--- src/rtl/instr_fetch.sv ---
// Instruction fetch FSM: request/ack memory handshake, IR capture, one-cycle issue and next-PC select.
// Optional FETCH_TIMEOUT_EN adds an ack watchdog that parks the unit in HALT with fetch_err set.
module instr_fetch #(
  parameter logic [7:0]  RESET_PC = 8'h00,
  parameter int unsigned TIMEOUT  = 15
) (
  input  logic       clk,
  input  logic       rst_n,
  input  logic       run,
  output logic       imem_req,
  output logic [7:0] imem_addr,
  input  logic [7:0] imem_rdata,
  input  logic       imem_ack,
  output logic [2:0] inst1,
  output logic       inst2,
  output logic [3:0] imm,
  output logic       inst_valid,
  input  logic       jctrl,
  input  logic       jrctrl,
  input  logic       beqctrl,
  input  logic       jalctrl,
  input  logic       zero,
  input  logic [7:0] ra_in,
  output logic [7:0] pc,
  output logic [7:0] link_pc,
  output logic       link_we,
  output logic       fetch_err
);

  typedef enum logic [1:0] {StIdle, StFetch, StIssue, StHalt} state_e;

  if ((TIMEOUT == 0) || (TIMEOUT > 16)) begin : g_timeout_range
    $error("instr_fetch: TIMEOUT must fit the 4-bit wait counter (1..16)");
  end

  state_e     state_q, state_d;
  logic [7:0] pc_q, pc_d;
  logic [7:0] ir_q, ir_d;
  logic [7:0] link_pc_q, link_pc_d;
  logic       link_we_q, link_we_d;
  logic       imem_req_q, imem_req_d;
  logic       inst_valid_q, inst_valid_d;
  logic [7:0] pc_inc, br_tgt;

`ifdef FETCH_TIMEOUT_EN
  localparam logic [3:0] WaitLast = 4'(TIMEOUT - 1);
  logic [3:0] wait_q, wait_d;
  logic       fetch_err_q, fetch_err_d;
`endif

  assign pc_inc = pc_q + 8'd1;
  assign br_tgt = pc_inc + {{4{ir_q[3]}}, ir_q[3:0]};

  always_comb begin
    state_d   = state_q;
    pc_d      = pc_q;
    ir_d      = ir_q;
    link_pc_d = link_pc_q;
    link_we_d = 1'b0;
`ifdef FETCH_TIMEOUT_EN
    wait_d      = wait_q;
    fetch_err_d = fetch_err_q;
`endif
    unique case (state_q)
      StIdle: begin
        if (run) begin
          state_d = StFetch;
`ifdef FETCH_TIMEOUT_EN
          wait_d  = 4'd0;
`endif
        end
      end
      StFetch: begin
        // Request is held until ack regardless of run.
        if (imem_ack) begin
          ir_d    = imem_rdata;
          state_d = StIssue;
        end
`ifdef FETCH_TIMEOUT_EN
        else if (wait_q == WaitLast) begin
          state_d     = StHalt;
          fetch_err_d = 1'b1;
        end else begin
          wait_d = wait_q + 4'd1;
        end
`endif
      end
      StIssue: begin
        if (jrctrl) begin
          pc_d = ra_in;
        end else if (jctrl || jalctrl) begin
          pc_d = {ir_q[3:0], 4'b0000};
        end else if (beqctrl && zero) begin
          pc_d = br_tgt;
        end else begin
          pc_d = pc_inc;
        end
        if (jalctrl) begin
          link_pc_d = pc_inc;
          link_we_d = 1'b1;
        end
        state_d = run ? StFetch : StIdle;
`ifdef FETCH_TIMEOUT_EN
        wait_d  = 4'd0;
`endif
      end
      StHalt: begin
        state_d = StHalt;
      end
    endcase
    imem_req_d   = (state_d == StFetch);
    inst_valid_d = (state_d == StIssue);
  end

  always_ff @(posedge clk or negedge rst_n) begin
    if (!rst_n) begin
      state_q      <= StIdle;
      pc_q         <= RESET_PC;
      ir_q         <= 8'h00;
      link_pc_q    <= 8'h00;
      link_we_q    <= 1'b0;
      imem_req_q   <= 1'b0;
      inst_valid_q <= 1'b0;
    end else begin
      state_q      <= state_d;
      pc_q         <= pc_d;
      ir_q         <= ir_d;
      link_pc_q    <= link_pc_d;
      link_we_q    <= link_we_d;
      imem_req_q   <= imem_req_d;
      inst_valid_q <= inst_valid_d;
    end
  end

`ifdef FETCH_TIMEOUT_EN
  always_ff @(posedge clk or negedge rst_n) begin
    if (!rst_n) begin
      wait_q      <= 4'd0;
      fetch_err_q <= 1'b0;
    end else begin
      wait_q      <= wait_d;
      fetch_err_q <= fetch_err_d;
    end
  end

  assign fetch_err = fetch_err_q;
`else
  assign fetch_err = 1'b0;
`endif

  assign imem_req   = imem_req_q;
  assign imem_addr  = pc_q;
  assign inst1      = ir_q[7:5];
  assign inst2      = ir_q[4];
  assign imm        = ir_q[3:0];
  assign inst_valid = inst_valid_q;
  assign pc         = pc_q;
  assign link_pc    = link_pc_q;
  assign link_we    = link_we_q;

endmodule

--- config.mk ---
export PLATFORM = sky130hd
export DESIGN_NAME = instr_fetch
export DESIGN_NICKNAME = d
export VERILOG_FILES = /design/src/rtl/instr_fetch.sv
export SDC_FILE = /design/constraint.sdc
export NUM_CORES = 1
export LEC_CHECK = 0
export BUFFER_PORTS_ARGS = -buffer_cell sky130_fd_sc_hd__buf_2
export CAP_MARGIN = 25
export CORE_MARGIN = 5
export CORE_UTILIZATION = 50
export DETAILED_ROUTE_END_ITERATION = 7
export GPL_TIMING_DRIVEN = 0
export PLACE_DENSITY = 0.91
export SLEW_MARGIN = 20
export SYNTH_ARGS = -nofsm -noshare
export SYNTH_HDL_FRONTEND = slang
export SYNTH_SLANG_ARGS = --single-unit
--- constraint.sdc ---
create_clock -name clk -period 3.1 [get_ports clk]
set_input_delay 0.62 -clock clk [delete_from_list [all_inputs] [get_ports clk]]
set_output_delay 0.62 -clock clk [all_outputs]
set_load 0.005 [all_outputs]
== Word level (Yosys, flattened, before mapping) ==
Index checks and enable logic that the tools add are counted.
Cells by class
  $add $sub $neg: 2
  multipliers: 0
  div/mod/pow operators: 0
  order comparisons: 0
  equality and inequality tests: 5
  shift operators: 0
  multiplexer cells: 9
  bitwise logic cells: 0
  reduce and logical (&&, ||, !) cells: 5
Operator list (number)
  two-way mux 8 bit: 3
  adder 8 x 1 -> 8 bit (second input constant): 1
  adder 8 bit: 1
  one-hot mux 2 bit (4 select lines): 1
  equality test 2 bit (second input constant): 3
  equality test 2 x 1 -> 1 bit (second input constant): 2
  two-way mux 2 bit: 2
  AND reduction 2 bit: 2
  two-way mux 1 bit: 3
  zero test 2 bit: 1
  logical AND 1 bit: 1
  logical OR 1 bit: 1
Storage, ports and cells
  flip-flop bits (word level): 29
  latch bits: 0
  RAM bits: 0
  bits in read-only memories: 0
  bits of input ports: 25
  output and inout port bits: 36
  logic and storage cells: 28
  memories: 0

== Longest topological paths before layout ==
Gate-level depths: netlist of the first run.
  word-level depth: 5
  mapped depth: 10

== Least setup slack after synthesis of the first run ==
Ideal clock, no wire load.
  path kind: register -> register
  from: register pc_q[0], in the netlist imem_addr[0]
  to: register pc_q[6], in the netlist imem_addr[6]
  data arrival time: 2191 ps
  setup slack: 779 ps
  stages on the path, launching flop included: 11
  cells stage by stage: dfrtp_1 > ha_1 > xnor2_1 > inv_1 > ha_1 > nor2b_1 > o21a_1 > o21a_1 > and3b_1 > nor4_1 > a21oi_1
Between the ends
  longest elaborated chain between the ends: 5
RTL lines
  from (decl): line 37  | logic [7:0] pc_q, pc_d;
  from (signal assigned): line 126  | pc_q <= pc_d;
  adder 8 x 1 -> 8 bit: line 51  | assign pc_inc = pc_q + 8'd1;
  net pc_inc[2]: line 43  | logic [7:0] pc_inc, br_tgt;
  adder 8 bit: line 52  | assign br_tgt = pc_inc + {{4{ir_q[3]}}, ir_q[3:0]};
  two-way mux 8 bit: line 93  | end else if (beqctrl && zero) begin
  two-way mux 8 bit: line 91  | end else if (jctrl || jalctrl) begin
  two-way mux 8 bit: line 89  | if (jrctrl) begin
The timed path passes the listed nets, and every way through them passes these cells.
A chain may end at the register's enable or synchronous reset.

== Worst setup path in the final report of the first run ==
Ends and elaborated chain as after synthesis.

==> results of run 1 <==
[worst reg2reg max path: cells and delay by family (launching register included)]
| kind | cells | cell delay, ps |
|---|---|---|
| fa+ha+maj | 2 | 620 |
| simple gates | 3 | 610 |
| flops | 1 | 490 |
| compound gates | 3 | 440 |
| xor+xnor | 1 | 250 |
| buf+inv | 1 | 90 |
[per-stage QoR]
step           power, uW  area [sq um]  hold WS, ps
2_1_floorplan       1610          1750          324
3_3_place_gp        1990          2110          455
3_5_place_dp        2050          2110          462
4_1_cts             2300          2160          315
5_1_grt             2510          2160          328
6_report            2280          2160          302
[per-layer routing]
| layer | GRT usage | up-vias |
|---|---|---|
| met4 | 0.0694 | 0 |
| met5 | 0 | - |
| li1 | - | 800 |
| met1 | 0.201 | 766 |
| met2 | 0.317 | 79 |
| met3 | 0.0899 | 11 |
[state kept, by name, summed over array words and instances, names as in the netlist]
| signal | cells |
|---|---|
| ir_q | 8 |
| inst_valid | 1 |
| imem_addr | 8 |
| imem_req | 1 |
| state_q | 2 |
| link_we | 1 |
| link_pc | 8 |
[power by group through the flow]
stage                     combinational [uW]  sequential (uW)  clock (uW)
after global placement                  1260              729           0
after CTS                               1320              732         241
after global routing                    1490              766         257
final                                   1310              733         231
after floorplan                          883              725           0
after detailed placement                1320              740           0
[layout by cell type (no fill, tap or decap), drive strengths merged, types with 4 or more instances in the layout]
cell    instances
nand3           9
a21oi           6
buf            71
inv             8
xnor2           8
dfrtp          29
mux2            4
nor2           16
nand2          38
mux2i           4
o21ai          12
ha              9
clkbuf         10
[final cells by class]
type,count,area [sq um],area share
plain buffers,15,93.8,0.0434
clock buffers,7,55.1,0.0255
inverters,8,30.0,0.0139
multi-input cells,144,905,0.418
flip-flops and latches,29,726,0.336
well taps,46,57.6,0.0266
repair buffers,59,295,0.137
[logic make-up after synthesis]
| logic type | Yosys count | share of synthesized area |
|---|---|---|
| flops | 29 | 0.414 |
| mux | 8 | 0.0485 |
| simple gates | 78 | 0.202 |
| xor+xnor | 9 | 0.0449 |
| buf+inv | 23 | 0.0706 |
| other cells | 1 | 0.00214 |
| fa+ha+maj | 10 | 0.0756 |
| compound gates | 38 | 0.143 |
[worst paths after layout]
check,end,cells after the start,slack [ps]
setup / recovery,imem_addr[6],10,480
hold / removal,link_pc[2],1,300
setup reg to reg,imem_addr[6],10,480
hold reg to reg,link_pc[7],2,480
max in group asynchronous,imem_addr[7],1,2370
min in group clk,ir_q[6],3,470
==> impl_table.tex, run 1 <==
\begin{tabular}{lr}
\hline
Metric & Value \\
\hline
\multicolumn{2}{l}{\textbf{Finish}} \\
Final cell utilization of the core & 0.643 \\
Signed area change from the synthesized netlist to the final layout & 23.3\% \\
Fraction of final layout cells with drive strength greater than 1 & 0.321 \\
Count of non-filler cells in the finished layout & about 310 \\
Antenna cell count & 0 \\
Final net count & around 300 \\
Fill cells & 302 \\
\multicolumn{2}{l}{\textbf{CTS}} \\
Count of cells resized by post-cts repair & 0 \\
Count of clock tree sinks & 29 \\
Clock latency of the later-clocked register in the worst-skew pair & $\sim$340 ps \\
CTS tree & built \\
H-tree lvl count & 2 \\
Root buffer selected by CTS & sky130\_fd\_sc\_hd\_\_clkbuf\_4 \\
Maximum buffer depth of the clock tree & 2 \\
Cts-stage hold buffer count & 0 \\
Clock slew seen by the registers of the worst setup and hold paths & 90 ps \\
Number of post-CTS setup repair buffers & 0 \\
Number of clock buffers inserted by TritonCTS & 5 \\
\multicolumn{2}{l}{\textbf{Die}} \\
Floorplan die height & $\sim$69 um \\
Effective utilization at floorplan & 0.522 \\
Row count & 21 \\
Floorplan die width & between 60 and 70 um \\
Area of the placeable core & roughly 0.0034 sq mm \\
Die Area & $\sim$0.0048 sq mm \\
I/O pins & a little over 60 \\
\multicolumn{2}{l}{\textbf{Detailed routing}} \\
Met2 Wirelength & approximately 2 mm \\
Remaining antenna violation count & 0 \\
Detailed-router iteration count before antenna repair & 4 \\
DR vias & about 1700 \\
WL per Instance & roughly 14 um \\
Total length of routed wires & $\sim$4.2 mm \\
Metal-1 WL & around 1.7 mm \\
Number of vias per cell after detailed routing & about 5.4 \\
Count of routing violations after the opening detailed-route iteration & 73 \\
DR DRC count & 0 \\
Met3 wire length & slightly above 400 um \\
Highest metal layer with signal wires & met4 \\
\multicolumn{2}{l}{\textbf{Yosys}} \\
Register area share after synthesis & 0.414 \\
Cells after synthesis & between 150 and 200 \\
Cell type contributing the most total cell area after synthesis & sky130\_fd\_sc\_hd\_\_dfrtp\_1 \\
Post-synthesis cell area & between 0.0015 and 0.002 sq mm \\
Post-Synthesis Net Count & $\sim$230 \\
Leading register cell type out of synthesis & sky130\_fd\_sc\_hd\_\_dfrtp\_1 \\
Synth Area per Inst & just under 9 sq um \\
Yosys reg bits & 29 \\
Count of different cell masters after synthesis & 39 \\
Share of synthesized registers carrying an async set or reset & 1.00 \\
EDFF count, synth & 0 \\
Area fraction of the dominant cell type after synthesis & 0.414 \\
Yosys warns & 0 \\
Library cell with the highest instance count after synthesis & sky130\_fd\_sc\_hd\_\_nand2\_1 \\
Biggest area contributors in the synthesized netlist & sky130\_fd\_sc\_hd\_\_dfrtp\_1 41\%, sky130\_fd\_sc\_hd\_\_nand2\_1 8.1\%, sky130\_fd\_sc\_hd\_\_ha\_1 6.4\% \\
Top post-synthesis cells by count & 38 x sky130\_fd\_sc\_hd\_\_nand2\_1, 29 x sky130\_fd\_sc\_hd\_\_dfrtp\_1, 16 x sky130\_fd\_sc\_hd\_\_nor2\_1 \\
\multicolumn{2}{l}{\textbf{Placed design}} \\
Number of buffers added on ports & just under 60 \\
Final HPWL DP & between 3 and 4 mm \\
Worst setup slack before clock tree synthesis & around 500 ps \\
Placed Instances & 301 \\
Final estimated routing congestion in global placement & 0.905 \\
\multicolumn{2}{l}{\textbf{Power}} \\
Clock power share & 0.102 \\
Part of the power in combinational logic & 0.577 \\
Power per cell area & around 1100 mW/mm\^{}2 \\
Switching part of the total power & 0.427 \\
Register share of total power & 0.322 \\
Internal Pwr Total & 1310 uW \\
Largest voltage drop on the vdd net & about 0.55 mV \\
Switching power & a little under 1000 uW \\
Leakage dissipation & roughly 0.0011 uW \\
\multicolumn{2}{l}{\textbf{Critical path}} \\
Critical Path Fanout Max & 9 \\
Critical Path Sink Type & flip-flop \\
Type of the worst setup path & reg -> reg \\
Start point of the critical path & imem\_addr[0] \\
Reg-to-reg startpoint & imem\_addr[0] \\
List of cells traversed by the critical path & ha\_1, xnor2\_1, inv\_1, ha\_1, nor2b\_1, o21a\_1, o21a\_1, and3b\_1, nor4\_1, a21oi\_1 \\
Cell family contributing the most delay on the critical path & adder cells \\
Largest stage delay on the critical path & between 400 and 500 ps \\
Number of buffers and inverters on the critical path & 1 \\
Signal arrival time at the worst endpoint & roughly 2800 ps \\
Startpoint types & flip-flop \\
Worst path required time & roughly 3300 ps \\
Slowest stage cell, crit path & sky130\_fd\_sc\_hd\_\_dfrtp\_1 \\
\multicolumn{2}{l}{\textbf{STA}} \\
Number of slew-limit violations in the final report & 0 \\
Setup repair after global routing missed its margin & no \\
Sum of negative setup slack & 0 ps \\
Minimum setup slack in the final design & 477 ps \\
Timing-limited maximum frequency & around 0.38 GHz \\
Portion of the clock cycle consumed by the worst path in the final layout & 0.846 \\
Final hold violation count & 0 \\
Actual slew at the worst max-slew pin & between 600 and 700 ps \\
Count of final setup violators & 0 \\
Max\_slew headroom & 0.564 \\
Final Critical Period & 2620 ps \\
Setup clock skew after layout & roughly 6.9 ps \\
\multicolumn{2}{l}{\textbf{GRT}} \\
Initial antenna violation count & 0 \\
Leftover overflow at the end of global routing & 0 \\
Number of global-route vias before repair & around 1700 \\
Global-route wire length before repair & just over 7 mm \\
GRT Util Overall & 0.187 \\
Largest net degree at the start of global routing & 30 \\
\multicolumn{2}{l}{\textbf{Flow run}} \\
Number of maximum-capacitance constraint violations & 0 \\
\multicolumn{2}{l}{\textbf{Worst hold path}} \\
Path type of the worst min-delay path & in -> async \\
\multicolumn{2}{l}{\textbf{Run status}} \\
Outcome & finished, final reports clean \\
\hline
\end{tabular}
Note: power is estimated with default switching activity, not from simulation.
==> run 2: changes to the inputs <==
- ABC_AREA: default -> 1
- PLACE_DENSITY: 0.91 -> 0.9
- clock period: 3.1 -> 2.7 ns (I/O delays scaled with it)
==> impl_table.tex, run 2 <==
\begin{tabular}{lr}
\hline
Metric & Value \\
\hline
\multicolumn{2}{l}{\textbf{Run status}} \\
Outcome & finished, final reports clean \\
\multicolumn{2}{l}{\textbf{GRT}} \\
Leftover overflow at the end of global routing & 0 (unchanged) \\
GRT Util Overall & 0.188 (+0.000893) \\
Initial antenna violation count & 0 (unchanged) \\
Number of global-route vias before repair & 1755 (+4.6\%) \\
Global-route wire length before repair & 7.52 mm (+3.9\%) \\
Largest net degree at the start of global routing & 30 (unchanged) \\
\multicolumn{2}{l}{\textbf{Critical path}} \\
Cell family contributing the most delay on the critical path & simple AND/OR/NAND/NOR gates \\
List of cells traversed by the critical path & ha\_1, nand4\_1, nor2\_1, nand2\_1, and2\_1, ha\_1, nand2\_1, inv\_1, a21oi\_2, nand3\_1, nand3\_1, nand2\_1, nand3\_1, nand2\_1, nand2\_1, nand2\_1 \\
Slowest stage cell, crit path & sky130\_fd\_sc\_hd\_\_dfrtp\_2 \\
Critical Path Sink Type & flip-flop \\
Worst path required time & 2880 ps (-430 ps) \\
Reg-to-reg slack, setup & 270 ps (-210 ps) \\
Signal arrival time at the worst endpoint & 2610 ps (-220 ps) \\
Largest stage delay on the critical path & 430 ps (-60 ps) \\
Critical Path Fanout Max & 6 (-3) \\
Number of buffers and inverters on the critical path & 1 (unchanged) \\
Type of the worst setup path & reg -> reg \\
Startpoint types & flip-flop \\
Worst path most repeated cell & sky130\_fd\_sc\_hd\_\_nand2\_1 \\
\multicolumn{2}{l}{\textbf{CTS}} \\
Number of clock buffers inserted by TritonCTS & 5 (unchanged) \\
H-tree lvl count & 2 (unchanged) \\
Number of post-CTS setup repair buffers & 0 (unchanged) \\
CTS tree & built \\
Clock latency of the later-clocked register in the worst-skew pair & 290 ps (-50 ps) \\
Cts-stage hold buffer count & 0 (unchanged) \\
Count of clock tree sinks & 29 (unchanged) \\
Clock slew seen by the registers of the worst setup and hold paths & 60 ps (-30 ps) \\
Maximum buffer depth of the clock tree & 2 (unchanged) \\
Root buffer selected by CTS & sky130\_fd\_sc\_hd\_\_clkbuf\_8 \\
\multicolumn{2}{l}{\textbf{Yosys}} \\
Post-synthesis cell area & 0.00183 sq mm (+4.1\%) \\
Yosys warns & 0 (unchanged) \\
Cells after synthesis & 247 (+26\%) \\
Share of synthesized registers carrying an async set or reset & 1.00 (unchanged) \\
Library cell with the highest instance count after synthesis & sky130\_fd\_sc\_hd\_\_nand2\_1 \\
Yosys reg bits & 29 (unchanged) \\
Synth Area per Inst & 7.39 sq um (-17\%) \\
Top post-synthesis cells by count & 77 x sky130\_fd\_sc\_hd\_\_nand2\_1, 29 x sky130\_fd\_sc\_hd\_\_dfrtp\_1, 28 x sky130\_fd\_sc\_hd\_\_inv\_1 \\
Count of different cell masters after synthesis & 29 (-26\%) \\
Post-Synthesis Net Count & 282 (+22\%) \\
Area fraction of the dominant cell type after synthesis & 0.398 (-0.0162) \\
Biggest area contributors in the synthesized netlist & sky130\_fd\_sc\_hd\_\_dfrtp\_1 40\%, sky130\_fd\_sc\_hd\_\_nand2\_1 16\%, sky130\_fd\_sc\_hd\_\_ha\_1 6.2\% \\
Leading register cell type out of synthesis & sky130\_fd\_sc\_hd\_\_dfrtp\_1 \\
EDFF count, synth & 0 (unchanged) \\
Cell type contributing the most total cell area after synthesis & sky130\_fd\_sc\_hd\_\_dfrtp\_1 \\
Register area share after synthesis & 0.398 (-0.0162) \\
\multicolumn{2}{l}{\textbf{Detailed routing}} \\
Total length of routed wires & 4.44 mm (+5.2\%) \\
Remaining antenna violation count & 0 (unchanged) \\
DR DRC count & 0 (unchanged) \\
WL per Instance & 12.3 um (-10\%) \\
Count of routing violations after the opening detailed-route iteration & 95 (+30\%) \\
DR vias & 1804 (+8.9\%) \\
Detailed-router iteration count before antenna repair & 4 (unchanged) \\
Number of vias per cell after detailed routing & 5.00 (-7.1\%) \\
\multicolumn{2}{l}{\textbf{Worst hold path}} \\
Path type of the worst min-delay path & in -> async \\
\multicolumn{2}{l}{\textbf{STA}} \\
Actual slew at the worst max-slew pin & 634 ps (-19.6 ps) \\
Final hold violation count & 0 (unchanged) \\
Timing-limited maximum frequency & 0.411 GHz (+7.7\%) \\
Final Critical Period & 2430 ps (-189 ps) \\
Setup repair after global routing missed its margin & no \\
Setup clock skew after layout & 5.88 ps (-1.03 ps) \\
Count of final setup violators & 0 (unchanged) \\
Sum of negative setup slack & 0 ps (unchanged) \\
Number of slew-limit violations in the final report & 0 (unchanged) \\
Portion of the clock cycle consumed by the worst path in the final layout & 0.902 (+0.0555) \\
Max\_slew headroom & 0.577 (+0.0131) \\
\multicolumn{2}{l}{\textbf{Power}} \\
Power per cell area & 1270 mW/mm\^{}2 (+21\%) \\
Register share of total power & 0.293 (-0.029) \\
Switching part of the total power & 0.454 (+0.0267) \\
Internal Pwr Total & 1590 uW (+22\%) \\
Leakage dissipation & 0.00129 uW (+14\%) \\
Clock power share & 0.133 (+0.031) \\
Largest voltage drop on the vdd net & 0.665 mV (+22\%) \\
Part of the power in combinational logic & 0.574 (-0.003) \\
Total Power & 2910 uW (+28\%) \\
Switching power & 1320 uW (+36\%) \\
\multicolumn{2}{l}{\textbf{Finish}} \\
Fill cells & 322 (+6.6\%) \\
Total area of sequential cells & 728 sq um (+0.34\%) \\
Area used by multi-input combinational logic & 891 sq um (-1.5\%) \\
Final net count & 347 (+17\%) \\
Antenna cell count & 0 (unchanged) \\
Most frequent standard cell in the layout excluding fill and tap cells & sky130\_fd\_sc\_hd\_\_nand2\_1 \\
Fraction of final layout cells with drive strength greater than 1 & 0.300 (-0.0203) \\
Most frequent cells in the layout & 77 x sky130\_fd\_sc\_hd\_\_nand2\_1, 60 x sky130\_fd\_sc\_hd\_\_buf\_2, 28 x sky130\_fd\_sc\_hd\_\_inv\_1 \\
Signed area change from the synthesized netlist to the final layout & 25.1\% \\
\multicolumn{2}{l}{\textbf{Die}} \\
Floorplan die height & 70.4 um (+1.7\%) \\
Row count & 22 (+4.8\%) \\
Floorplan die width & 70.4 um (+1.7\%) \\
I/O pins & 61 (unchanged) \\
Effective utilization at floorplan & 0.506 (-0.0153) \\
Die Area & 0.00496 sq mm (+3.5\%) \\
Area of the placeable core & 0.00361 sq mm (+7.2\%) \\
\multicolumn{2}{l}{\textbf{Flow run}} \\
Number of maximum-capacitance constraint violations & 0 (unchanged) \\
\multicolumn{2}{l}{\textbf{Placed design}} \\
Final estimated routing congestion in global placement & 0.869 (-4.0\%) \\
Number of buffers added on ports & 58 (-1.7\%) \\
Final HPWL DP & 3.48 mm (+5.2\%) \\
\hline
\end{tabular}
## run 2: worst paths after layout
check | to | cells after the start | from
min | link_we | 1 | rst_n
min in group clk | ir_q[5] | 3 | imem_rdata[5]
min reg2reg | link_pc[2] | 2 | link_pc[2]
max | imem_addr[7] | 16 | imem_addr[0]
max in group asynchronous | imem_addr[0] | 1 | rst_n
max reg2reg | imem_addr[7] | 16 | imem_addr[0]
## run 2: cell type report
class,count,share of cell area
Multi-Input combinational cell,172,0.390
Sequential cell,29,0.319
Timing Repair Buffer,58,0.127
Inverter,33,0.0542
Clock buffer,7,0.0422
Buffer,13,0.0389
Tap cell,48,0.0263
Clock inverter,1,0.00219
## run 2: timing repair
action	4_1_cts	5_1_grt
setup endpoints to repair	0	1
gates resized for setup	0	3
endpoints found under the hold margin	0	0
## run 2: cell families (layout without fill, tap and decap cells)
group / count (synthesis) / in the layout / share of synthesized area
DFF: 29 / 29 / 0.398
xor gates and xnor gates: 2 / 2 / 0.00960
AOI/OAI and AO/OA: 41 / 41 / 0.126
buffers and inverters: 46 / 112 / 0.117
adders and majority gates: 10 / 10 / 0.0727
other: 1 / 1 / 0.00205
and+or+nand+nor: 118 / 118 / 0.276
## run 2: worst register-to-register path, delay by kind of cell, from the launching register on
family / cells / cell delay, ps
AND/OR/NAND/NOR: 12 / 1140
buffers and inverters: 1 / 60
AO/OA/AOI/OAI: 1 / 150
adder cells (fa/ha/maj): 2 / 550
flip-flops: 1 / 430
## run 2: through the flow
step	hold slack (ps)	utilization	std cells	cell area [sq um]	setup WS, ps
after floorplan	244	-	247	1830	483
final	275	0.633	361	2280	265
after CTS	292	0.632	361	2280	182
after global routing	349	0.633	361	2280	37.0
after global placement	453	0.603	353	2180	288
after detailed placement	457	0.603	353	2180	214
## run 2: power by group through the flow
stage                     clock network (uW)  logic (uW)  registers [uW]
after floorplan                            0        1130             835
after global placement                     0        1600             841
after detailed placement                   0        1660             852
after CTS                                395        1670             849
after global routing                     416        1930             889
final                                    388        1670             853
## run 2: metal layers
layer | share of wire | vias to the layer above | track usage | routed length (um)
met4 | 0.017 | 0 | 0.0787 | 75
met3 | 0.094 | 9 | 0.0518 | 418
met5 | 0 | - | 0 | 0
met1 | 0.40 | 807 | 0.229 | 1780
li1 | - | 916 | - | -
met2 | 0.49 | 72 | 0.310 | 2160
==> run 3: changes to the inputs <==
- CORE_UTILIZATION: 50 -> 45
- PLACE_DENSITY: 0.9 -> 0.86
- clock period: 2.7 -> 2.1 ns (I/O delays scaled with it)
==> impl_table.tex, run 3 (synthesis gave the netlist of run 2 again) <==
\begin{tabular}{lr}
\hline
Metric & Value \\
\hline
\multicolumn{2}{l}{\textbf{Run status}} \\
Outcome & finished, violations left \\
Failing checks & setup timing \\
\multicolumn{2}{l}{\textbf{STA}} \\
Minimum setup slack in the final design & -96.9 ps (-362 ps) \\
Sum of negative setup slack & -97.2 ps (-97.2 ps) \\
Timing-limited maximum frequency & 0.455 GHz (+11\%) \\
Hold Worst Slack & 158 ps (-117 ps) \\
Final hold violation count & 0 (unchanged) \\
Setup repair after global routing missed its margin & yes \\
Actual slew at the worst max-slew pin & 641 ps (+6.43 ps) \\
Portion of the clock cycle consumed by the worst path in the final layout & 1.05 (+0.144) \\
Max\_slew headroom & 0.573 (-0.00429) \\
Final Critical Period & 2200 ps (-238 ps) \\
Setup clock skew after layout & 2.23 ps (-3.65 ps) \\
Count of final setup violators & 2 (+2) \\
Number of slew-limit violations in the final report & 0 (unchanged) \\
\multicolumn{2}{l}{\textbf{GRT}} \\
Largest net degree at the start of global routing & 30 (unchanged) \\
Global-route wire length before repair & 7.25 mm (-3.7\%) \\
Number of global-route vias before repair & 1674 (-4.6\%) \\
Initial antenna violation count & 0 (unchanged) \\
Leftover overflow at the end of global routing & 0 (unchanged) \\
GRT Util Overall & 0.176 (-0.0120) \\
\multicolumn{2}{l}{\textbf{Finish}} \\
Final cell utilization of the core & 0.607 (-0.0261) \\
Most frequent cells in the layout & 74 x sky130\_fd\_sc\_hd\_\_nand2\_1, 60 x sky130\_fd\_sc\_hd\_\_buf\_2, 27 x sky130\_fd\_sc\_hd\_\_dfrtp\_1 \\
Signed area change from the synthesized netlist to the final layout & 32.1\% \\
Count of non-filler cells in the finished layout & 368 (+1.9\%) \\
Fill cells & 361 (+12\%) \\
Most frequent standard cell in the layout excluding fill and tap cells & sky130\_fd\_sc\_hd\_\_nand2\_1 \\
Antenna cell count & 0 (unchanged) \\
Fraction of final layout cells with drive strength greater than 1 & 0.355 (+0.0550) \\
Final net count & 353 (+1.7\%) \\
\multicolumn{2}{l}{\textbf{Critical path}} \\
Startpoint types & flip-flop \\
Worst path required time & 2280 ps (-600 ps) \\
Type of the worst setup path & reg -> reg \\
Critical Path Fanout Max & 3 (-3) \\
Reg-to-reg slack, setup & -100 ps (-360 ps) \\
Signal arrival time at the worst endpoint & 2370 ps (-240 ps) \\
Critical Path Sink Type & flip-flop \\
\multicolumn{2}{l}{\textbf{Die}} \\
Effective utilization at floorplan & 0.460 (-0.0466) \\
Area of the placeable core & 0.00397 sq mm (+10\%) \\
Floorplan die width & 73.7 um (+4.6\%) \\
I/O pins & 61 (unchanged) \\
Row count & 23 (+4.5\%) \\
Die Area & 0.00543 sq mm (+9.5\%) \\
Floorplan die height & 73.7 um (+4.6\%) \\
\multicolumn{2}{l}{\textbf{Detailed routing}} \\
WL per Instance & 12.3 um (+0.27\%) \\
Detailed-router iteration count before antenna repair & 4 (unchanged) \\
Total length of routed wires & 4.53 mm (+2.2\%) \\
Remaining antenna violation count & 0 (unchanged) \\
DR DRC count & 0 (unchanged) \\
Count of routing violations after the opening detailed-route iteration & 88 (-7.4\%) \\
DR vias & 1815 (+0.61\%) \\
Number of vias per cell after detailed routing & 4.93 (-1.3\%) \\
\multicolumn{2}{l}{\textbf{Worst hold path}} \\
Path type of the worst min-delay path & in -> async \\
\multicolumn{2}{l}{\textbf{Power}} \\
Clock power share & 0.133 (about the same) \\
Total Power & 4150 uW (+42\%) \\
Largest voltage drop on the vdd net & 0.837 mV (+26\%) \\
Switching part of the total power & 0.438 (-0.0157) \\
Power per cell area & 1720 mW/mm\^{}2 (+35\%) \\
Internal Pwr Total & 2330 uW (+47\%) \\
Part of the power in combinational logic & 0.603 (+0.029) \\
Switching power & 1820 uW (+38\%) \\
Register share of total power & 0.264 (-0.029) \\
Leakage dissipation & 0.00132 uW (+2.3\%) \\
\multicolumn{2}{l}{\textbf{CTS}} \\
H-tree lvl count & 2 (unchanged) \\
Cts-stage hold buffer count & 0 (unchanged) \\
CTS tree & built \\
Count of clock tree sinks & 29 (unchanged) \\
Maximum buffer depth of the clock tree & 2 (unchanged) \\
Root buffer selected by CTS & sky130\_fd\_sc\_hd\_\_clkbuf\_8 \\
Number of clock buffers inserted by TritonCTS & 5 (unchanged) \\
Clock slew seen by the registers of the worst setup and hold paths & 60 ps (about the same) \\
Clock latency of the later-clocked register in the worst-skew pair & 280 ps (about the same) \\
\multicolumn{2}{l}{\textbf{Placed design}} \\
Number of buffers added on ports & 58 (unchanged) \\
Placed Instances & 355 (+0.57\%) \\
Final HPWL DP & 3.52 mm (+1.1\%) \\
Final estimated routing congestion in global placement & 0.913 (+5.1\%) \\
\multicolumn{2}{l}{\textbf{Flow run}} \\
Number of maximum-capacitance constraint violations & 0 (unchanged) \\
\hline
\end{tabular}
run 3: cell count changes in the layout (fill, tap and decap cells not counted), sizes merged:
cell    change
buf         +6
bufinv      +1
clkbuf      -2
run 3: layer usage:
metal	track usage	wire length [um]
met3	0.0424	367
met1	0.211	1790
met4	0.0785	97
met5	0	0
met2	0.296	2280
run 3: worst paths after layout:
kind | start | end | depth (start not counted)
hold / removal | rst_n | link_pc[7] | 1
hold reg to reg | link_pc[2] | link_pc[2] | 2
max in group asynchronous | rst_n | imem_addr[2] | 1
setup / recovery | imem_addr[1] | imem_addr[7] | 17
min in group clk | imem_rdata[4] | ir_q[4] | 3
setup reg to reg | imem_addr[1] | imem_addr[7] | 17
run 3: through the flow:
step	setup slack [ps]	instance area (sq um)
final	-96.9	2410
after global routing	-285	2410
after CTS	-84.8	2330
after detailed placement	-230	2200
after global placement	-156	2200
after floorplan	-4.87	1850
run 3: cell type report:
class                   count  area, sq um  area share
multi-input cells         172          968       0.402
clock buffers               5         68.8      0.0285
flip-flops and latches     29          728       0.302
well taps                  50         62.6      0.0259
repair buffers             64          335       0.139
plain buffers              13         88.8      0.0368
inverters                  33          124      0.0514
clock inverters             2         35.0      0.0145
run 3: critical path, cell delays in order (launching register included):
cell and delay (ps):
sky130_fd_sc_hd__dfrtp_1 410, sky130_fd_sc_hd__ha_4 180, sky130_fd_sc_hd__nand4_1 150, sky130_fd_sc_hd__nor2_1 120, sky130_fd_sc_hd__nand2_1 70, sky130_fd_sc_hd__and2_4 180, sky130_fd_sc_hd__ha_4 280, sky130_fd_sc_hd__nand2_2 60
sky130_fd_sc_hd__nor2_1 100, sky130_fd_sc_hd__nand2_1 80, sky130_fd_sc_hd__nand2_1 60, sky130_fd_sc_hd__nand2_1 60, sky130_fd_sc_hd__nand3_1 90, sky130_fd_sc_hd__nand2_1 50, sky130_fd_sc_hd__nand3_1 60, sky130_fd_sc_hd__nand2_1 50
sky130_fd_sc_hd__nand2_1 50, sky130_fd_sc_hd__nand2_1 50
run 3: power groups by stage:
stage                     clock network [uW]  registers [uW]  logic, uW
after floorplan                            0            1080       1490
after global placement                     0            1080       2110
after detailed placement                   0            1090       2200
after CTS                                563            1080       2280
after global routing                     586            1140       2840
final                                    550            1100       2500
run 3: repair_timing:
| action | in CTS | in global routing |
|---|---|---|
| pin swaps | 2 | 3 |
| buffers inserted | 3 | 3 |
| resized for setup | 4 | 11 |
| setup endpoints to repair | 4 | 5 |
